$ cat config.mk
export PLATFORM = sky130hd
export DESIGN_NAME = display_timing_gen
export DESIGN_NICKNAME = d
export VERILOG_FILES = /design/src/rtl/display_timing_pkg.sv /design/src/rtl/tg_axis_counter.sv /design/src/rtl/display_timing_gen.sv
export SDC_FILE = /design/constraint.sdc
export NUM_CORES = 1
export LEC_CHECK = 0
export BUFFER_PORTS_ARGS = -buffer_cell sky130_fd_sc_hd__buf_2
export CAP_MARGIN = 5
export CELL_PAD_IN_SITES_DETAIL_PLACEMENT = 1
export CELL_PAD_IN_SITES_GLOBAL_PLACEMENT = 1
export CORE_AREA = 2 2 193 195
export CTS_CLUSTER_SIZE = 40
export DETAILED_ROUTE_END_ITERATION = 8
export DIE_AREA = 0 0 195 197
export PLACE_DENSITY = 0.81
export SETUP_SLACK_MARGIN = 0.02
export SLEW_MARGIN = 20
export SYNTH_ARGS = -nofsm -noshare
export SYNTH_HDL_FRONTEND = slang
export SYNTH_SLANG_ARGS = --single-unit
export TNS_END_PERCENT = 50
$ cat constraint.sdc
create_clock -name clk -period 4.2 [get_ports clk]
set_input_delay 0 -clock clk [delete_from_list [all_inputs] [get_ports clk]]
set_output_delay 0 -clock clk [all_outputs]
set_load 0.005 [all_outputs]
$ cat src/rtl/display_timing_pkg.sv
// display_timing_pkg: shared widths, the timing config record, reset-default timing
// and the config validity check used by the handshake.
package display_timing_pkg;
  localparam int TG_CW = 11;
  localparam int TG_AW = 19;
  typedef struct packed {
    logic [TG_CW-1:0] h_active, h_sync_s, h_sync_e, h_total;
    logic [TG_CW-1:0] v_active, v_sync_s, v_sync_e, v_total;
    logic [1:0]       h_scale, v_scale;
    logic             hs_pol, vs_pol;
    logic [TG_AW-1:0] base;
  } timing_cfg_t;
  localparam logic [TG_CW-1:0] TG_H_ACTIVE_D = 11'd400;
  localparam logic [TG_CW-1:0] TG_H_SYNC_S_D = 11'd420;
  localparam logic [TG_CW-1:0] TG_H_SYNC_E_D = 11'd484;
  localparam logic [TG_CW-1:0] TG_H_TOTAL_D  = 11'd528;
  localparam logic [TG_CW-1:0] TG_V_ACTIVE_D = 11'd600;
  localparam logic [TG_CW-1:0] TG_V_SYNC_S_D = 11'd601;
  localparam logic [TG_CW-1:0] TG_V_SYNC_E_D = 11'd605;
  localparam logic [TG_CW-1:0] TG_V_TOTAL_D  = 11'd628;
  localparam logic [1:0]       TG_H_SCALE_D  = 2'd0;
  localparam logic [1:0]       TG_V_SCALE_D  = 2'd1;
  function automatic logic axis_ok(input logic [TG_CW-1:0] act, ss, se, tot);
    return (act != '0) && (act <= ss) && (ss < se) && (se <= tot) && (tot >= TG_CW'(2));
  endfunction
  function automatic logic cfg_ok(input timing_cfg_t c);
    return axis_ok(c.h_active, c.h_sync_s, c.h_sync_e, c.h_total) &&
           axis_ok(c.v_active, c.v_sync_s, c.v_sync_e, c.v_total);
  endfunction
endpackage

$ cat src/rtl/tg_axis_counter.sv
// tg_axis_counter: one timing axis -- wrapping counter plus active and sync region flags.
module tg_axis_counter #(
  parameter int unsigned CW = 11
) (
  input  logic          clk,
  input  logic          rst_n,
  input  logic          en,
  input  logic [CW-1:0] total,
  input  logic [CW-1:0] active,
  input  logic [CW-1:0] sync_s,
  input  logic [CW-1:0] sync_e,
  output logic [CW-1:0] cnt,
  output logic          last,
  output logic          act,
  output logic          sync
);
  assign last = cnt >= total - CW'(1);
  assign act  = cnt < active;
  assign sync = (cnt >= sync_s) && (cnt < sync_e);
  always_ff @(posedge clk or negedge rst_n)
    if (!rst_n) cnt <= '0;
    else if (en) cnt <= last ? '0 : cnt + CW'(1);
endmodule

$ cat src/rtl/display_timing_gen.sv
// display_timing_gen: programmable blanking/sync/DE generator with a scaled framebuffer
// address; new config is shadowed and only goes live at a frame boundary.
module display_timing_gen
  import display_timing_pkg::*;
#(
  parameter int unsigned      CW         = TG_CW,
  parameter int unsigned      AW         = TG_AW,
  parameter logic [CW-1:0]    H_ACTIVE_D = TG_H_ACTIVE_D,
  parameter logic [CW-1:0]    H_SYNC_S_D = TG_H_SYNC_S_D,
  parameter logic [CW-1:0]    H_SYNC_E_D = TG_H_SYNC_E_D,
  parameter logic [CW-1:0]    H_TOTAL_D  = TG_H_TOTAL_D,
  parameter logic [CW-1:0]    V_ACTIVE_D = TG_V_ACTIVE_D,
  parameter logic [CW-1:0]    V_SYNC_S_D = TG_V_SYNC_S_D,
  parameter logic [CW-1:0]    V_SYNC_E_D = TG_V_SYNC_E_D,
  parameter logic [CW-1:0]    V_TOTAL_D  = TG_V_TOTAL_D,
  parameter logic [1:0]       H_SCALE_D  = TG_H_SCALE_D,
  parameter logic [1:0]       V_SCALE_D  = TG_V_SCALE_D
) (
  input  logic          clk,
  input  logic          rst_n,
  input  logic          pix_en,
  input  logic          cfg_valid,
  input  logic [CW-1:0] cfg_h_active,
  input  logic [CW-1:0] cfg_h_sync_s,
  input  logic [CW-1:0] cfg_h_sync_e,
  input  logic [CW-1:0] cfg_h_total,
  input  logic [CW-1:0] cfg_v_active,
  input  logic [CW-1:0] cfg_v_sync_s,
  input  logic [CW-1:0] cfg_v_sync_e,
  input  logic [CW-1:0] cfg_v_total,
  input  logic [1:0]    cfg_h_scale,
  input  logic [1:0]    cfg_v_scale,
  input  logic          cfg_hs_pol,
  input  logic          cfg_vs_pol,
  input  logic [AW-1:0] cfg_base,
  output logic          cfg_pending,
  output logic          cfg_err,
  output logic          blanking,
  output logic          de,
  output logic          h_sync,
  output logic          v_sync,
  output logic [AW-1:0] addr,
  output logic          line_start,
  output logic          frame_start
);
  localparam timing_cfg_t DEF_CFG = '{
    h_active: H_ACTIVE_D, h_sync_s: H_SYNC_S_D, h_sync_e: H_SYNC_E_D, h_total: H_TOTAL_D,
    v_active: V_ACTIVE_D, v_sync_s: V_SYNC_S_D, v_sync_e: V_SYNC_E_D, v_total: V_TOTAL_D,
    h_scale: H_SCALE_D, v_scale: V_SCALE_D, hs_pol: 1'b0, vs_pol: 1'b0, base: '0};
  timing_cfg_t   live, shadow, cfg_in;
  logic [CW-1:0] h_cnt, v_cnt;
  logic          h_last, v_last, h_act, v_act, h_sy, v_sy;
  logic          cfg_acc, boundary, apply, active, line_end, v_row_last;
  logic [2:0]    v_mask;
  logic [AW-1:0] line_base, stride;
  assign cfg_in = '{
    h_active: cfg_h_active, h_sync_s: cfg_h_sync_s, h_sync_e: cfg_h_sync_e, h_total: cfg_h_total,
    v_active: cfg_v_active, v_sync_s: cfg_v_sync_s, v_sync_e: cfg_v_sync_e, v_total: cfg_v_total,
    h_scale: cfg_h_scale, v_scale: cfg_v_scale, hs_pol: cfg_hs_pol, vs_pol: cfg_vs_pol, base: cfg_base};
  assign cfg_acc  = cfg_valid && cfg_ok(cfg_in);
  assign boundary = pix_en && h_last && v_last;
  assign apply    = boundary && cfg_pending;
  assign active   = h_act && v_act;
  tg_axis_counter #(.CW(CW)) u_h (
    .clk(clk), .rst_n(rst_n), .en(pix_en),
    .total(live.h_total), .active(live.h_active), .sync_s(live.h_sync_s), .sync_e(live.h_sync_e),
    .cnt(h_cnt), .last(h_last), .act(h_act), .sync(h_sy));
  tg_axis_counter #(.CW(CW)) u_v (
    .clk(clk), .rst_n(rst_n), .en(pix_en && h_last),
    .total(live.v_total), .active(live.v_active), .sync_s(live.v_sync_s), .sync_e(live.v_sync_e),
    .cnt(v_cnt), .last(v_last), .act(v_act), .sync(v_sy));
  // A source row is reused 2^v_scale times; advance only after its last replica.
  assign v_mask     = 3'b111 >> (2'd3 - live.v_scale);
  assign v_row_last = &(v_cnt[2:0] | ~v_mask);
  assign line_end   = pix_en && v_act && (h_cnt == live.h_active - CW'(1));
  assign stride     = AW'(live.h_active >> live.h_scale);
  always_ff @(posedge clk or negedge rst_n)
    if (!rst_n) begin
      live        <= DEF_CFG;
      shadow      <= DEF_CFG;
      cfg_pending <= 1'b0;
      cfg_err     <= 1'b0;
      blanking    <= 1'b1;
      de          <= 1'b0;
      h_sync      <= 1'b1;
      v_sync      <= 1'b1;
      addr        <= '0;
      line_base   <= '0;
      line_start  <= 1'b0;
      frame_start <= 1'b0;
    end else begin
      cfg_err     <= cfg_valid && !cfg_acc;
      cfg_pending <= cfg_acc || (cfg_pending && !apply);
      if (cfg_acc) shadow <= cfg_in;
      if (apply) live <= shadow;
      if (boundary) line_base <= cfg_pending ? shadow.base : live.base;
      else if (line_end && v_row_last) line_base <= line_base + stride;
      if (pix_en) begin
        blanking    <= !active;
        de          <= active;
        h_sync      <= h_sy ~^ live.hs_pol;
        v_sync      <= v_sy ~^ live.vs_pol;
        line_start  <= h_cnt == '0;
        frame_start <= (h_cnt == '0) && (v_cnt == '0);
        if (active) addr <= line_base + AW'(h_cnt >> live.h_scale);
      end
    end
endmodule
==> results of run 1 <==
## worst max path at each step
stage / endpoint / cells past startpoint / slack, ns
detailed placement: live[48] / 13 / 0.41
CTS: live[35] / 13 / 0.34
finish: live[46] / 13 / 0.28
floorplan: live[100] / 15 / 0.66
global placement: live[48] / 13 / 0.52
global route: live[46] / 13 / 0.05
## timing repair
| action | in CTS | in global routing |
|---|---|---|
| hold endpoints to repair | 204 | 0 |
| buffers inserted | 0 | 0 |
| hold buffers | 116 | 0 |
## routing by layer
layer | up-vias | wire length, µm
met2 | 333 | 28200
met3 | 151 | 1960
met5 | - | 26
met1 | 6905 | 23500
met4 | 4 | 2500
li1 | 6130 | -
## cell type report
| class | instances | area (µm²) | share of cell area [%] |
|---|---|---|---|
| repair buffers | 294 | 2210 | 10.4 |
| well taps | 468 | 586 | 2.75 |
| flip-flops and latches | 294 | 7450 | 35.0 |
| clock buffers | 54 | 1080 | 5.07 |
| inverters | 155 | 582 | 2.74 |
| multi-input cells | 1065 | 9310 | 43.8 |
| clock inverters | 7 | 46.3 | 0.218 |
| diodes | 2 | 5.00 | 0.0235 |
## flip-flops by register name (all words and copies together), names as in the netlist
signal / cells
live: 113
u_h.cnt: 11
u_v.cnt: 11
v_sync: 1
shadow: 113
line_start: 1
cfg_err: 1
blanking: 1
addr: 19
line_base: 19
de: 1
h_sync: 1
cfg_pending: 1
frame_start: 1
## power by group
group / switching [µW] / total, µW / internal, µW
logic: 918 / 1900 / 978
registers: 450 / 4010 / 3560
clock network: 1250 / 3010 / 1760
## worst max-delay path, delay by kind of cell, from the launching register on
family                     cells  cell delay [ns]
DFF                            1             0.42
and+or+nand+nor                8             1.90
buffers and inverters          1             0.29
xor gates and xnor gates       1             0.17
adders and majority gates      1             0.26
AOI/OAI and AO/OA              1             0.27
muxes                          1             0.42
## kinds of logic (layout without fill, tap and decap cells)
group | Yosys count | in the layout | synth area share (%)
muxes | 318 | 318 | 19.9
DFF | 294 | 294 | 42.5
and+or+nand+nor | 281 | 281 | 8.47
AOI/OAI and AO/OA | 210 | 210 | 7.71
buffers and inverters | 210 | 510 | 4.69
adders and majority gates | 180 | 180 | 12.9
xor gates and xnor gates | 76 | 76 | 3.79
other | 0 | 2 | 0
## cell usage in the layout (no fill, tap or decap), types with 9 or more instances in the layout
| cell type | n |
|---|---|
| o21ai_1 | 9 |
| xor2_1 | 29 |
| nand4_1 | 24 |
| nor3_1 | 18 |
| mux2_2 | 252 |
| dlygate4sd3_1 | 116 |
| ha_1 | 178 |
| nor2b_1 | 21 |
| nand3_1 | 32 |
| buf_4 | 30 |
| o21a_1 | 13 |
| inv_1 | 155 |
| dfstp_2 | 73 |
| dfrtp_1 | 221 |
| buf_2 | 142 |
| nand2b_1 | 17 |
| clkbuf_16 | 35 |
| nor2_1 | 67 |
| a21o_1 | 20 |
| clkbuf_8 | 13 |
| mux2i_1 | 66 |
| o21ai_0 | 55 |
| o31ai_1 | 9 |
| a211oi_1 | 9 |
| nor4_1 | 22 |
| xnor2_1 | 47 |
| a21oi_1 | 47 |
| nand2_1 | 41 |
## stage by stage
stage	total power (µW)	area (µm²)	worst slack (ns)	util, %
final	8920	21300	0.277	58.7
after global routing	9320	21300	0.0475	58.7
after CTS	8890	21300	0.345	58.6
after detailed placement	5760	19000	0.409	52.3
after global placement	5600	19000	0.520	52.3
after floorplan	4980	17500	0.663	-
==> results.yml, run 1 <==
status:
  status: "finished clean"
synthesis:
  synth_edf_count: 0
  ys_types: 65
  ys_ff_latch: 294
  async_flop_share_pct: 100
  synthFlopType: "dfrtp_1"
  syn-instance-count: 1569
  syn_area_per_cell_um2: 11.2
  yosys_warnings: 0
  yosys.area.top_type: "dfrtp_1"
  yosysTopAreaCellShare_pct: 31.5
  ys_top_cells_by_area: "dfrtp_1 32%, mux2_2 16%, ha_1 13%"
  synth.most_common_cell: "mux2_2"
  netlist_top_cells_count: "252 x mux2_2, 221 x dfrtp_1, 178 x ha_1"
  ys_seq_area_share_pct: 42.5
  synth_nets: 1866
  syn_area_um2: 17500
flow_run:
  maxCapViolCount: 0
route:
  route.detailed.drc: 0
  first_pass_iters: 5
  vias: 13500
  drt_first_iter_violations: 717
  routed_wl_um: 56300
  vias_per_cell: 5.78
  routedWlPerCell_um: 24.1
  drtAntennaViolNets: 0
timing:
  worstMarginPinSlew_ns: 0.951
  drv_slew: 0
  rsz0062_at_grt: "no"
  holdWs_ns: 0.113
  clock_skew_ns: 0.0189
  finalSetupViolations: 0
  hold_viol_final: 0
  post-route-period-util_pct: 93.4
  fmax_mhz: 255
  fin_crit_ns: 3.92
  tns_ns: 0
  slew_headroom_pct: 36.6
grt:
  grtUsageMet3_pct: 3.59
  grt_max_degree: 120
  grt_pass1_wl_um: 88100
  met1_usage_pct: 35.6
  antenna_found_initial: 4
  use_met2_pct: 52.9
  grt_overflow: 0
  grt_busiest_layer: "met2"
  grt_pass1_vias: 15400
  grt.total_usage_pct: 29.5
worst_setup_path:
  cpMaxStageDelayCell: "nor4_1"
  reg2reg_slack_ns: 0.28
  crit_start: "live[28]"
  reg2reg_from: "live[28]"
  r2r-end: "live[46]"
  endpoint_kind: "flip-flop"
  worstPathMaxFanout: 43
  critPathLaunchType: "flip-flop"
  crit_type: "flip-flop to flip-flop"
  max_stage_delay_ns: 0.45
  cp.arrival_ns: 4.31
  r2r_cells: 13
  worstPathCellList: "nor4_1, nand2_1, nor4_1, xnor2_1, ha_1, nor2_1, nor2_1, a221oi_1, nand3_1, and2_1, nand2_4, buf_12, mux2_2"
  crit_required_ns: 4.59
clocking:
  cts_buffers: 35
  numClockSinks: 294
  cts_resized: 0
  cts_tree: "done"
  insertion_delay_ns: 0.52
  path_clk_slew_ns: 0.07
  cts_root_buf: "clkbuf_16"
  h-tree-depth: 2
  cts_buffer_depth: 3
floorplanning:
  core_region_area_um2: 36300
  fp-row-count: 70
  fp.dieH_um: 197
  die_area_um2: 38400
  ios: 144
  dieWidth_um: 195
  initial_core_util_pct: 48.4
power:
  ir_drop_v: 0.000240
  power_density_nw_per_um2: 419
  p_leak_uw: 0.0102
cells_and_area:
  fillers: 3814
  area_growth_pct: 21.2
  final_layout_size_suffix_gt1_share_pct: 30.7
  finalNetCount: 2142
  final_cells: 2339
placed_design:
  placedCellCount: 2160
  placement.io_buffers: 143
  gp_congestion: 0.873
  hpwl_um: 35600
hold_path:
  worst_hold_path_type: "input pin to asynchronous set/reset pin"
(Power assumes the default switching activity.)
==> inputs of run 2 (changes only) <==
--- a/config.mk
+++ b/config.mk
@@ -14,6 +14,7 @@
 export DETAILED_ROUTE_END_ITERATION = 8
 export DIE_AREA = 0 0 195 197
 export PLACE_DENSITY = 0.81
+export REMOVE_ABC_BUFFERS = 1
 export SETUP_SLACK_MARGIN = 0.02
 export SLEW_MARGIN = 20
 export SYNTH_ARGS = -nofsm -noshare
==> run 2 against run 1 <==
  * Combinational power about the same
  * Utilization is 0.17 points higher
  * Hold slack worse by 0.023 ns
  * Sequential share of layout area is 0.099 points lower
  * Clock-buffer cell count decreased by 5
  * Critical endpoint is now live[43]
  * Final cell count fell by 0.21%
  * Sequential power is essentially flat
  * Register-to-register slack improved by 0.08 ns
  * Setup slack gained 0.081 ns
  * Clock skew increased by 0.0080 ns
  * Global-route usage is 1.3 points lower
  * Cell area grew 0.28%
  * Highest routed layer is now met4
==> results.yml, run 2 (synthesis results as in run 1) <==
grt:
  grt_pass1_wl_um: 85100
  grt_pass1_vias: 15300
  grt_overflow: 0
  grt_max_degree: 100
  grt.total_usage_pct: 28.2
  antenna_found_initial: 2
timing:
  worstMarginPinSlew_ns: 1.16
  tns_ns: 0
  slew_headroom_pct: 22.9
  fin_crit_ns: 3.84
  fmax_mhz: 260
  drv_slew: 0
  clock_skew_ns: 0.0269
  holdWs_ns: 0.0895
  rsz0062_at_grt: "no"
  finalSetupViolations: 0
  post-route-period-util_pct: 91.5
  hold_viol_final: 0
cells_and_area:
  design_area_um2: 21300
  final_cell_mix: "252 x mux2_2, 221 x dfrtp_1, 178 x ha_1"
  final_common_cell: "mux2_2"
  final_layout_size_suffix_gt1_share_pct: 30.5
  reg_top3: "live x113, shadow x113"
  area_growth_pct: 21.6
  fillers: 3792
  finalNetCount: 2134
  final_cells: 2334
power:
  p_clk_share_pct: 35.5
  p_sw_uw: 2650
  p_seq_share_pct: 44.0
  p_leak_uw: 0.0103
  power_density_nw_per_um2: 429
  intPower_uw: 6490
  ir_drop_v: 0.000208
  pwr-share-comb_pct: 20.6
  total_power_uw: 9140
  p_sw_share_pct: 29.0
placed_design:
  hpwl_um: 35000
  gp_congestion: 0.886
  placedCellCount: 2151
  dpl_cell_area_um2: 18900
  placement.io_buffers: 143
clocking:
  post_cts_buffers: 0
  numClockSinks: 294
  cts_root_buf: "clkbuf_16"
  h-tree-depth: 2
  cts_buffers: 35
  cts_buffer_depth: 3
  insertion_delay_ns: 0.54
  cts_tree: "done"
  path_clk_slew_ns: 0.07
floorplanning:
  core_region_area_um2: 36300
  die_area_um2: 38400
  fp-row-count: 70
  fp.dieH_um: 197
  dieWidth_um: 195
  initial_core_util_pct: 48.4
  ios: 144
worst_setup_path:
  crit_type: "flip-flop to flip-flop"
  endpoint_kind: "flip-flop"
  worstPathMaxFanout: 70
  crit_required_ns: 4.62
  critPathLaunchType: "flip-flop"
  cp.arrival_ns: 4.26
route:
  routed-wl-met3_um: 1960
  highest-signal-layer: "met4"
  first_pass_iters: 6
  routed_wl_um: 53700
  routedWlPerCell_um: 23.0
  vias: 13400
  drt_first_iter_violations: 674
  route.detailed.drc: 0
  vias_per_cell: 5.76
  wl_met2_um: 27400
  drtAntennaViolNets: 0
  wl_met1_um: 22500
hold_path:
  worst_hold_path_type: "input pin to asynchronous set/reset pin"
flow_run:
  maxCapViolCount: 0
status:
  status: "finished clean"
## run 2: cell count changes in the layout (fill, tap and decap cells not counted), sizes merged
cell	delta
clkinv	+4
clkbuf	-5
bufinv	+4
buf	-8
## run 2: stage by stage
step                setup slack [ns]  utilization [%]
CTS                            0.279             58.7
global placement               0.659             52.2
detailed placement             0.540             52.2
floorplan                      -2.89                -
finish                         0.359             58.8
global route                   0.115             58.8
## run 2: timing repair
action                                  in CTS  in global routing
gates resized for setup                      0                  1
endpoints found under the hold margin      213                  0
hold buffers                               116                  0
endpoints found under the setup margin       0                 41
## run 2: worst paths after layout
kind	from	endpoint	slack [ns]	cells after the start
worst max-delay path	live[28]	live[43]	0.36	13
worst min-delay path	rst_n	line_base[1]	0.09	2
worst max register to register	live[28]	live[43]	0.36	13
worst min register to register	frame_start	frame_start	0.49	1
max in group asynchronous	rst_n	shadow[79]	2.89	3
min in group clk	cfg_base[7]	shadow[7]	0.25	3
## run 2: power by group through the flow
stage | Combinational [µW] | Clock (µW) | Sequential, µW
3_5_place_dp | 1710 | 0 | 4020
3_3_place_gp | 1590 | 0 | 3970
5_1_grt | 2050 | 3410 | 4090
4_1_cts | 1830 | 3280 | 3990
2_1_floorplan | 1120 | 0 | 3860
6_report | 1880 | 3240 | 4020
## run 2: worst max-delay path, cell delays in order (launching register included)
cell	delay [ns]
dfrtp_1	0.44
nor4_2	0.45
nand2_1	0.17
nor4_1	0.34
xnor2_1	0.17
ha_1	0.26
nor2_1	0.10
nor2_1	0.06
a221oi_1	0.27
nand3_1	0.29
and2_1	0.27
nand2_4	0.10
buf_12	0.35
mux2_2	0.40
## run 2: layout make-up
type	instances	area [µm²]	share of cell area, %
diodes	2	5.00	0.0235
clock buffers	49	1020	4.78
clock inverters	15	198	0.927
inverters	155	582	2.73
multi-input cells	1065	9320	43.7
flip-flops and latches	294	7450	34.9
well taps	468	586	2.75
repair buffers	286	2170	10.2
## run 2: routing by layer
metal | GRT usage, % | vias to the layer above
met5 | 0 | -
met4 | 10.3 | 0
met3 | 3.61 | 132
met2 | 50.9 | 346
met1 | 34.6 | 6840
li1 | - | 6124
==> inputs of run 3 (changes only) <==
--- a/config.mk
+++ b/config.mk
@@ -5,14 +5,17 @@
 export SDC_FILE = /design/constraint.sdc
 export NUM_CORES = 1
 export LEC_CHECK = 0
+export ABC_AREA = 1
 export BUFFER_PORTS_ARGS = -buffer_cell sky130_fd_sc_hd__buf_2
 export CAP_MARGIN = 5
 export CELL_PAD_IN_SITES_DETAIL_PLACEMENT = 1
 export CELL_PAD_IN_SITES_GLOBAL_PLACEMENT = 1
-export CORE_AREA = 2 2 193 195
+export CORE_AREA = 2 2 213 215
+export CTS_CLUSTER_DIAMETER = 80
 export CTS_CLUSTER_SIZE = 40
 export DETAILED_ROUTE_END_ITERATION = 8
-export DIE_AREA = 0 0 195 197
+export DIE_AREA = 0 0 215 217
+export GPL_ROUTABILITY_DRIVEN = 0
 export PLACE_DENSITY = 0.81
 export REMOVE_ABC_BUFFERS = 1
 export SETUP_SLACK_MARGIN = 0.02
==> run 3 against run 2 <==
  * Clock power shrank 35%
  * Via count rose by 38%
  * Clock skew down 0.0031 ns
==> results.yml, run 3 <==
synthesis:
  ys_types: 46
  async_flop_share_pct: 100
  synth_edf_count: 0
  ys_top_cells_by_area: "dfrtp_1 28%, nand2_1 15%, ha_1 11%"
  ys_ff_latch: 294
  syn_area_um2: 19800
  yosys.area.top_type: "dfrtp_1"
  ys_seq_area_share_pct: 37.7
  syn_area_per_cell_um2: 7.21
  netlist_top_cells_count: "800 x nand2_1, 550 x inv_1, 221 x dfrtp_1"
  yosys_warnings: 0
  syn-instance-count: 2743
  synthFlopType: "dfrtp_1"
  synth.most_common_cell: "nand2_1"
  yosysTopAreaCellShare_pct: 28.0
route:
  first_pass_iters: 5
  routed_wl_um: 62300
  drt_first_iter_violations: 1080
  route.detailed.drc: 0
  routedWlPerCell_um: 17.5
  drtAntennaViolNets: 0
  vias_per_cell: 5.23
  vias: 18600
status:
  status: "finished clean"
clocking:
  h-tree-depth: 1
  cts_buffers: 19
  cts_tree: "done"
  cts_buffer_depth: 3
  cts_root_buf: "clkbuf_16"
  post_cts_buffers: 0
  cts_hold_buf: 115
  insertion_delay_ns: 0.55
  path_clk_slew_ns: 0.11
  numClockSinks: 294
  cts_resized: 0
floorplanning:
  fp-row-count: 78
  die_area_um2: 46700
  initial_core_util_pct: 44.2
  ios: 144
  fp.dieH_um: 217
  dieWidth_um: 215
  core_region_area_um2: 44700
worst_setup_path:
  worstPathMaxFanout: 66
  crit_required_ns: 4.65
  max_stage_delay_ns: 0.49
  r2r-end: "live[79]"
  worstPathCellList: "inv_1, ha_1, nand4_1, nor3_1, nand3_1, xor2_1, ha_1, nand2_1, nor2_1, nand2_1, nor2_1, nand2_1, nand4_2, nand3_4, nor2_8, buf_4, nand2_1, o21a_1"
  reg2reg_from: "live[69]"
  r2r_cells: 18
  endpoint_kind: "flip-flop"
  crit_top_cell: "nand2_1"
  crit_end: "live[79]"
  crit_start: "live[69]"
  cp.arrival_ns: 4.22
  critPathLaunchType: "flip-flop"
  reg2reg_slack_ns: 0.43
  cpMaxStageDelayCell: "buf_4"
  crit_type: "flip-flop to flip-flop"
timing:
  tns_ns: 0
  finalSetupViolations: 0
  fmax_mhz: 265
  clock_skew_ns: 0.0238
  fin_crit_ns: 3.77
  slew_headroom_pct: 35.0
  post-route-period-util_pct: 89.8
  rsz0062_at_grt: "no"
  worstMarginPinSlew_ns: 0.975
  drv_slew: 0
  hold_viol_final: 0
cells_and_area:
  fin_util_pct: 51.1
  final_cell_mix: "800 x nand2_1, 550 x inv_1, 221 x dfrtp_1"
  reg_top3: "live x113, shadow x113"
  area_growth_pct: 15.6
  final_layout_size_suffix_gt1_share_pct: 9.74
  finalNetCount: 3241
  design_area_um2: 22800
  final_cells: 3558
  final_common_cell: "nand2_1"
grt:
  grt_pass1_wl_um: 102000
  grt_max_degree: 123
  grtUsageMet3_pct: 2.49
  grt_busiest_layer: "met2"
  grt_pass1_vias: 19900
  grt.total_usage_pct: 26.9
  use_met2_pct: 47.6
  grt_overflow: 0
  met1_usage_pct: 34.4
  antenna_found_initial: 2
placed_design:
  placement.io_buffers: 143
  hpwl_um: 43800
  placedCellCount: 3408
  dpl_cell_area_um2: 21000
power:
  intPower_uw: 5190
  p_sw_share_pct: 37.0
  p_sw_uw: 3050
  power_density_nw_per_um2: 361
  p_leak_uw: 0.0129
  ir_drop_v: 0.000224
  p_clk_share_pct: 25.8
  pwr-share-comb_pct: 26.3
  p_seq_share_pct: 47.9
flow_run:
  maxCapViolCount: 0
hold_path:
  worst_hold_path_type: "input pin to flip-flop"
-- run 3: through the flow --
step,hold slack [ns],setup slack [ns],total power (µW)
6_report,0.0289,0.429,8240
5_1_grt,0.0739,0.0403,8800
4_1_cts,0.0202,0.424,8290
3_5_place_dp,0.187,0.474,6050
3_3_place_gp,0.179,0.728,5880
2_1_floorplan,-0.296,-0.0621,5160
-- run 3: cell type report --
class	count	area, µm²
inverters	556	2090
clock inverters	14	191
repair buffers	283	2130
clock buffers	19	475
multi-input cells	1790	9750
fillers	5720	21900
flip-flops and latches	294	7450
diodes	2	5.00
well taps	600	751
-- run 3: cell families (layout without fill, tap and decap cells) --
group	count (synthesis)	in the layout	synth area share, %
adders and majority gates	180	180	11.5
muxes	3	3	0.152
and+or+nand+nor	1217	1217	26.3
buffers and inverters	659	872	13.0
xor gates and xnor gates	52	52	2.30
AOI/OAI and AO/OA	338	338	9.07
DFF	294	294	37.7
other	0	2	0
-- run 3: per-layer routing --
layer	up-vias	routed length (µm)
li1	9010	-
met1	9121	27900
met2	351	30400
met3	131	1880
met4	0	2130
met5	-	0
-- run 3: critical path: cells and delay by family, from the launching register on --
family / cells / cell delay, ns
AOI/OAI and AO/OA: 1 / 0.14
xor gates and xnor gates: 1 / 0.17
adders and majority gates: 2 / 0.53
buffers and inverters: 2 / 0.63
DFF: 1 / 0.37
and+or+nand+nor: 12 / 1.81
-- run 3: power groups by stage --
stage,logic (µW),clock network (µW),registers (µW)
6_report,2170,2120,3950
5_1_grt,2510,2270,4020
4_1_cts,2160,2180,3950
3_5_place_dp,2050,0,4000
3_3_place_gp,1900,0,3980
2_1_floorplan,1310,0,3850
-- run 3: how the worst min path moves through the flow --
stage,cells after the start,to,startpoint,slack (ns)
floorplan,0,addr[0],rst_n,-0.30
global placement,1,shadow[3],rst_n,0.18
detailed placement,1,shadow[3],rst_n,0.19
CTS,4,shadow[29],cfg_valid,0.02
global route,4,shadow[29],cfg_valid,0.07
finish,4,shadow[39],cfg_valid,0.03
